[src/rtl/clk_div_multi.sv]
// Multi-channel clock-enable / tick generator.
// Each channel counts live cycles up to its active divisor, then emits a
// one-cycle tick and either toggles clk_out (free-run) or stops and raises a
// sticky done flag (one-shot). Divisor writes land in a shadow register and
// reach the active divisor only at a terminal count, a start, or while the
// channel is idle, so a running output never sees a shortened period.
module clk_div_multi #(
  parameter int NUM_CH      = 4,
  parameter int CNT_W       = 26,
  parameter int DEFAULT_DIV = 500000,
  parameter int SEL_W       = 2
) (
  input  logic              clk,
  input  logic              reset,
  input  logic              enable,
  input  logic              div_we,
  input  logic [SEL_W-1:0]  div_sel,
  input  logic [CNT_W-1:0]  div_wdata,
  input  logic [NUM_CH-1:0] mode,
  input  logic [NUM_CH-1:0] start,
  output logic [NUM_CH-1:0] clk_out,
  output logic [NUM_CH-1:0] tick,
  output logic [NUM_CH-1:0] done
);

  localparam logic [CNT_W-1:0] DIV_RST = CNT_W'(DEFAULT_DIV);

  typedef struct packed {
    logic [CNT_W-1:0] cnt;
    logic [CNT_W-1:0] div_a;    // divisor in use
    logic [CNT_W-1:0] div_s;    // divisor waiting for the next reload point
    logic             running;  // one-shot armed
    logic             clk_out;
    logic             tick;
    logic             done;
  } ch_t;

  ch_t ch_q [NUM_CH];
  ch_t ch_d [NUM_CH];

  logic [NUM_CH-1:0]      wr_hit;   // this channel is addressed by a write
  logic [NUM_CH-1:0]      live;     // this channel counts this cycle
  logic [NUM_CH-1:0]      at_term;  // counter reached (or passed) the divisor
  logic [NUM_CH-1:0]      restart;  // one-shot start strobe
  logic [CNT_W-1:0]       reload [NUM_CH];

  for (genvar g = 0; g < NUM_CH; g++) begin : g_ch
    // A div_sel beyond the last channel matches no channel, so it is dropped.
    assign wr_hit[g]  = div_we && (div_sel == SEL_W'(g));
    assign live[g]    = enable && (!mode[g] || ch_q[g].running);
    // ">=" rather than "==": an idle load may leave the counter above div_a.
    assign at_term[g] = ch_q[g].cnt >= ch_q[g].div_a;
    assign restart[g] = mode[g] && start[g];
    // A write coinciding with a reload point takes effect at once.
    assign reload[g]  = wr_hit[g] ? div_wdata : ch_q[g].div_s;

    assign clk_out[g] = ch_q[g].clk_out;
    assign tick[g]    = ch_q[g].tick;
    assign done[g]    = ch_q[g].done;
  end

  // Next-state logic for every channel.
  always_comb begin
    for (int i = 0; i < NUM_CH; i++) begin
      // NOTE: every field gets a default before any branch so no path
      // leaves a value unassigned and no latch is inferred.
      ch_d[i]      = ch_q[i];
      ch_d[i].tick = 1'b0;

      if (wr_hit[i]) ch_d[i].div_s = div_wdata;

      if (restart[i]) begin
        // Start wins over a coincident terminal count: no tick this cycle.
        ch_d[i].cnt     = '0;
        ch_d[i].running = 1'b1;
        ch_d[i].done    = 1'b0;
        ch_d[i].div_a   = reload[i];
      end else if (!live[i]) begin
        if (wr_hit[i]) ch_d[i].div_a = div_wdata;
      end else if (at_term[i]) begin
        ch_d[i].cnt   = '0;
        ch_d[i].tick  = 1'b1;
        ch_d[i].div_a = reload[i];
        if (mode[i]) begin
          ch_d[i].running = 1'b0;
          ch_d[i].done    = 1'b1;
        end else begin
          ch_d[i].clk_out = ~ch_q[i].clk_out;
        end
      end else begin
        ch_d[i].cnt = ch_q[i].cnt + CNT_W'(1);
      end

      // Free-run mode disarms the one-shot so a later switch back waits for start.
      if (!mode[i]) ch_d[i].running = 1'b0;
    end
  end

  // Channel state registers with asynchronous reset.
  always_ff @(posedge clk or posedge reset) begin
    if (reset) begin
      for (int i = 0; i < NUM_CH; i++) begin
        // NOTE: the divisor registers are reset too; a channel must come out
        // of reset with a known period, and pending shadow writes are dropped.
        ch_q[i].cnt     <= '0;
        ch_q[i].div_a   <= DIV_RST;
        ch_q[i].div_s   <= DIV_RST;
        ch_q[i].running <= 1'b0;
        ch_q[i].clk_out <= 1'b0;
        ch_q[i].tick    <= 1'b0;
        ch_q[i].done    <= 1'b0;
      end
    end else begin
      // NOTE: non-blocking assignment so every register updates from the
      // values present before the edge.
      for (int i = 0; i < NUM_CH; i++) ch_q[i] <= ch_d[i];
    end
  end

endmodule

[config.mk]
export PLATFORM = sky130hd
export DESIGN_NAME = clk_div_multi
export DESIGN_NICKNAME = d
export VERILOG_FILES = /design/src/rtl/clk_div_multi.sv
export SDC_FILE = /design/constraint.sdc
export NUM_CORES = 1
export LEC_CHECK = 0
export BUFFER_PORTS_ARGS = -buffer_cell sky130_fd_sc_hd__buf_2
export CAP_MARGIN = 15
export CORE_MARGIN = 3
export CORE_UTILIZATION = 50
export DETAILED_ROUTE_END_ITERATION = 16
export PLACE_DENSITY = 0.66
export SYNTH_ARGS = -nofsm -noshare
export SYNTH_HDL_FRONTEND = slang
export SYNTH_SLANG_ARGS = --single-unit
export TNS_END_PERCENT = 10
[constraint.sdc]
create_clock -name clk -period 14.7 [get_ports clk]
set_input_delay 3.675 -clock clk [delete_from_list [all_inputs] [get_ports clk]]
set_output_delay 3.675 -clock clk [all_outputs]
set_load 0.02 [all_outputs]
==> run metrics, run 1 <==
Hold Vio Cnt, Final=0; R2R Setup Slk=between 10000 and 15000 ps; Hold/Removal Path Class=reg2reg; Period Utilization, post-route=0.3845; footprint of the multi-input gates=8142 µm²; Cell variety after synth=64; hold_ws=456.7 ps; Via density=~6; Hold Buf Count CTS=0; crit-path leading delay family=simple AND/OR/NAND/NOR gates; CP max stage delay=around 700 ps; # clock sinks=around 330; final setup violation count=0; Req. time, crit path=about 15000 ps; Crit Path Category=in2reg; Worst-path clk slew=60 ps; Startpoint Class=input pin; pwr dens=around 130 nW/µm²; Max IR drop VDD=106.1 µV; register area=8278 µm²; DP HPWL=approximately 26000 µm; PortBufs=51; initial antenna violation count=0; Max-Cap Viols=0; Critical path buffers and inverters=1; Post-synth EDFFs=0; FMAX=~180 MHz; Top Ports=52; Starting Density=0.5126; CTS Buf Count=36; worst slew pin tran=between 1000 and 1500 ps; crit path cell chain=buf_2 -> o21ai_1 -> nand2_1 -> nand2_1 -> o22ai_1 -> o2bb2a_1; Final TNS setup=0 ps; DR vias=roughly 13000; min Tclk post-route=~5700 ps; Synth Flop Type=dfrtp_1; postcts setup bufs=0; largest net degree at the start of global routing=around 190; Critical-path top delay cell=nand2_1; share of cells above drive strength 1=0.1568; number of DRC markers in iteration 0=883; Synth Net Count=approximately 1900; DR WL/cell=18.67 µm; Leak=9.134 nW; Synth Instances=roughly 1700; cell mode on critical path=nand2_1; row cnt=67; Chip Width=192.3 µm; die height=approximately 190 µm; area grow syn2layout=10.24%; Yosys reg bits=328; clk buf depth=3; GRT Total Usage=0.2268; number of routed nets with antenna violations=0; global route overflow=0; CP Capture Type=flip-flop; Syn Area/Cell=10.01 µm²; PostCTS Resize Cnt=0; RSZ-0062 raised after global routing=false; Core Area=around 34000 µm²; Routed WL=between 40000 and 50000 µm; H-tree levels=2; first-pass GRT wire length=roughly 68000 µm; cell area after synthesis=17360 µm²; post-route cell area=19140 µm²; WP data arrival=just over 6000 ps; Max Clock Skew=about 11 ps; placed cell area=~18000 µm²; Rel. slew slack=0.2923; Ys Warns=0; largest driver fanout on the critical path=26; Seq/Total Area, Yosys=0.4769; CTS tree=done; die area=36990 µm²; Final Max Tran Viols=0; Worst-Skew Late Latency=520 ps; root buffer cell=clkbuf_16; DRC=0; nets=1890; Async SR Flop Fraction=1.000; fill count=between 3000 and 4000; vias in the first global route=approximately 13000; routability-driven placement congestion ratio=between 0.7 and 0.8; detailed-router iteration count before antenna repair=7; status=completed
==> routing by layer <==
layer / GRT usage / routed length, µm / up-vias
met5: 0 / 0 / -
met4: 0.05380 / 669 / 0
met3: 0.03288 / 1809 / 46
met2: 0.3764 / 19830 / 289
met1: 0.3157 / 19070 / 6711
li1: - / - / 6346
==> cells in the final DEF, fill, tap and decap left out, types with 22 or more instances in the layout <==
cell	instances
dfrtp_1	272
nand2_1	185
inv_1	136
ha_1	108
o22ai_1	105
a2bb2oi_1	100
o21ai_0	83
a21oi_1	81
mux2_2	78
nand3_1	72
dfstp_2	56
buf_2	51
nor2_1	44
clkbuf_16	37
a21o_1	32
or3_1	28
and3_1	23
a31oi_1	22
==> report_power, final <==
| part | internal (mW) | switching (mW) |
|---|---|---|
| Combinational | 0.192 | 0.226 |
| Sequential | 1.06 | 0.0819 |
| Clock | 0.583 | 0.368 |
| Total | 1.83 | 0.676 |
==> worst register-to-register path: stages (launching register included) <==
cell	delay, ps
dfstp_2	530
inv_1	40
ha_1	270
nand4_1	170
nor4_2	360
o211ai_1	180
o211ai_2	440
nor2_2	50
buf_4	230
a21oi_4	660
o2bb2a_1	280
==> cell type report <==
type	count	share of cell area
diodes	1	0.0001308
clock buffers	51	0.05270
clock inverters	12	0.01098
inverters	137	0.02727
multi-input cells	1172	0.4255
flip-flops and latches	328	0.4326
well taps	448	0.02929
repair buffers	67	0.02158
==> kinds of logic (layout without fill, tap and decap cells) <==
family | count (synthesis) | after routing | synth area share
xor+xnor | 11 | 11 | 0.005550
fa+ha+maj | 108 | 108 | 0.07784
simple gates | 475 | 475 | 0.1382
mux | 82 | 82 | 0.05290
buf+inv | 234 | 267 | 0.05528
flops | 328 | 328 | 0.4769
compound gates | 496 | 496 | 0.1934
other cells | 0 | 1 | 0
==> worst paths after layout <==
kind | start | to | depth (start not counted)
max in group asynchronous | reset | ch_q[237]$_DFFE_PP0P_ | 3
hold reg to reg | ch_q[255]$_DFF_PP1_ | ch_q[255]$_DFF_PP1_ | 2
hold / removal | ch_q[255]$_DFF_PP1_ | ch_q[255]$_DFF_PP1_ | 2
min in group asynchronous | reset | ch_q[74]$_DFFE_PP0P_ | 2
setup / recovery | enable | ch_q[276]$_DFFE_PP0P_ | 6
setup reg to reg | ch_q[212]$_DFFE_PP1P_ | ch_q[209]$_DFFE_PP1P_ | 10
==> state kept, by name, summed over array words and instances, names as in the netlist <==
register and count:
ch_q 316, clk_out 4, done 4, tick 4
==> Yosys cell counts, types with 3 or more instances <==
cell type,n,area (µm²)
nor4_1,11,68.82
nand4_1,21,131.4
nor2b_1,4,25.02
or3_1,28,175.2
buf_1,3,11.26
a2bb2oi_1,100,875.8
ha_1,108,1351
a221oi_1,6,52.55
a31oi_1,22,137.6
a22o_1,6,52.55
a211oi_1,4,30.03
nor3b_1,16,120.1
and3_1,23,143.9
o21a_1,8,60.06
nand2b_1,10,62.56
a21oi_2,3,26.28
inv_1,137,514.2
buf_4,14,105.1
dfrtp_1,272,6807
mux2_2,78,878.3
nor3_1,12,60.06
a41oi_1,5,43.79
o22ai_1,105,656.9
o21ai_1,6,30.03
o21ai_0,83,415.4
o2bb2ai_1,5,43.79
a21oi_1,81,405.4
a21o_1,32,240.2
o2bb2a_1,4,40.04
mux2i_1,4,40.04
o311ai_0,3,26.28
dfstp_2,56,1471
xor2_1,9,78.83
clkbuf_1,62,232.7
nor2_1,44,165.2
nand2_1,185,694.4
o311ai_1,4,35.03
nand3_1,75,375.4
buf_2,17,85.08
and2_1,17,106.4
and4_1,15,131.4
==> metrics by stage <==
stage	worst slack [ps]	utilization	total power [mW]	instances
floorplan	2035	-	1.456	1734
global placement	8652	0.5278	1.553	2150
detailed placement	8580	0.5278	1.571	2150
CTS	9126	0.5638	2.531	2213
global route	8831	0.5649	2.638	2215
finish	9048	0.5650	2.509	2216
(Power assumes the default switching activity.)
==> inputs of run 2 (changes only) <==
==> constraint.sdc (replaced) <==
create_clock -name clk -period 5.6 [get_ports clk]
set_input_delay 1.4 -clock clk [delete_from_list [all_inputs] [get_ports clk]]
set_output_delay 1.4 -clock clk [all_outputs]
set_load 0.02 [all_outputs]
==> run metrics, run 2 (synthesis gave the netlist of run 1 again) <==
status=completed; Max Clock Skew=about 12 ps; initial antenna violation count=0; CP max stage delay=roughly 550 ps; Leak=between 9 and 10 nW; PortBufs=51; global route overflow=0; top layer used by detailed routing=met4; Max-Cap Viols=0; pwr dens=between 300 and 400 nW/µm²; Worst-Skew Late Latency=between 500 and 600 ps; CTS tree=done; crit path cell chain=inv_1 -> ha_1 -> a21oi_1 -> o21ai_0 -> a221oi_1 -> o21a_1 -> nand3_2 -> buf_16 -> or3_1 -> o21ai_0; met2 wire len=19450 µm; detailed-router iteration count before antenna repair=5; # clock sinks=between 300 and 400; Finished Layout Cells=2224; cell mode on critical path=o21ai_0; total power=just under 7 mW; vias in the first global route=13200; die height=between 150 and 200 µm; FMAX=between 200 and 300 MHz; Rel. slew slack=0.3465; max reg flops=approximately 320; Max IR drop VDD=between 200 and 300 µV; share of cells above drive strength 1=0.1606; hold path cells=1; fill count=around 3000; Hold Buf Count CTS=0; Crit Path Category=reg2reg; WP data arrival=3780 ps; Starting Density=0.5126; DR vias=around 13000; CTS Buf Count=38; routability-driven placement congestion ratio=0.8035; Top Ports=52; worst slew pin tran=roughly 980 ps; Critical path buffers and inverters=2; final setup violation count=0; PostCTS Resize Cnt=0; Routed WL=approximately 40000 µm; Critical-path top delay cell=nand3_2; Hold Vio Cnt, Final=0; Worst-path clk slew=roughly 60 ps; RSZ-0062 raised after global routing=false; row cnt=67; RR Endpoint=ch_q[68]$_DFFE_PP0P_; hold_ws=about 460 ps; Hold/Removal Path Class=reg2reg; Final Max Tran Viols=0; Startpoint Class=flip-flop; DRC=0; crit-path leading delay family=compound AO/OA/AOI/OAI gates; placed cell area=between 15000 and 20000 µm²; largest net degree at the start of global routing=166; most frequent cells in the layout=dfrtp_1, nand2_1, inv_1; post-route cell area=roughly 19000 µm²; die area=~37000 µm²; number of routed nets with antenna violations=0; nets=1894; Worst Reg2Reg Path Length in Cells=10; placed insts=2151; clk buf depth=3; DRT met1 WL=19090 µm; largest driver fanout on the critical path=31; Req. time, crit path=6040 ps; Hold Path End=clk_out[2]$_DFFE_PP0P_; Period Utilization, post-route=0.5964; RR Startpoint=ch_q[43]$_DFFE_PP1P_; metal3 WL=~1800 µm; Core Area=approximately 34000 µm²; first-pass GRT wire length=about 67000 µm; H-tree levels=2; Largest Register=ch_q; DP HPWL=26550 µm; hold path start=clk_out[2]$_DFFE_PP0P_; Chip Width=about 190 µm; postcts setup bufs=0; root buffer cell=clkbuf_16; area grow syn2layout=11.19%; GRT Total Usage=0.2238; number of DRC markers in iteration 0=862; DR WL/cell=18.48 µm; CP Capture Type=flip-flop; R2R Setup Slk=~2300 ps; Via density=about 6.0; commonest non-fill, non-tap cell in the layout=dfrtp_1; min Tclk post-route=3340 ps
==> run 2: how the worst max path moves through the flow <==
stage	startpoint	end	slack, ps	depth (start not counted)
floorplan	reset	ch_q[100]$_DFF_PP0_	-130	1
global placement	enable	ch_q[30]$_DFFE_PP0P_	1820	5
detailed placement	enable	ch_q[30]$_DFFE_PP0P_	1770	6
CTS	ch_q[43]$_DFFE_PP1P_	ch_q[65]$_DFFE_PP0P_	1950	9
global route	ch_q[43]$_DFFE_PP1P_	ch_q[65]$_DFFE_PP0P_	2090	10
finish	ch_q[43]$_DFFE_PP1P_	ch_q[68]$_DFFE_PP0P_	2260	10
==> run 2: area by class of cell <==
| class | instances | area, µm² | area share |
|---|---|---|---|
| diodes | 1 | 2.502 | 0.0001296 |
| clock buffers | 57 | 1136 | 0.05886 |
| clock inverters | 12 | 210.2 | 0.01089 |
| inverters | 137 | 518.0 | 0.02684 |
| multi-input cells | 1172 | 8142 | 0.4218 |
| flip-flops and latches | 328 | 8278 | 0.4289 |
| well taps | 448 | 560.5 | 0.02904 |
| repair buffers | 69 | 455.4 | 0.02359 |
==> run 2: routing by layer <==
metal | vias up | global-route usage
met5 | - | 0
met4 | 0 | 0.05212
met3 | 63 | 0.03106
met2 | 268 | 0.3748
met1 | 6705 | 0.3100
li1 | 6364 | -
==> run 2: per-stage QoR <==
step	worst slack [ps]	setup TNS [ps]	utilization
2_1_floorplan	-133.0	-36170	-
3_3_place_gp	1824	0	0.5283
3_5_place_dp	1769	0	0.5283
4_1_cts	1953	0	0.5680
5_1_grt	2092	0	0.5699
6_report	2260	0	0.5699
==> run 2: report_power, final <==
part / internal [mW] / switching, mW
Clock: 1.68 / 1.00
Sequential: 2.78 / 0.218
Combinational: 0.507 / 0.594
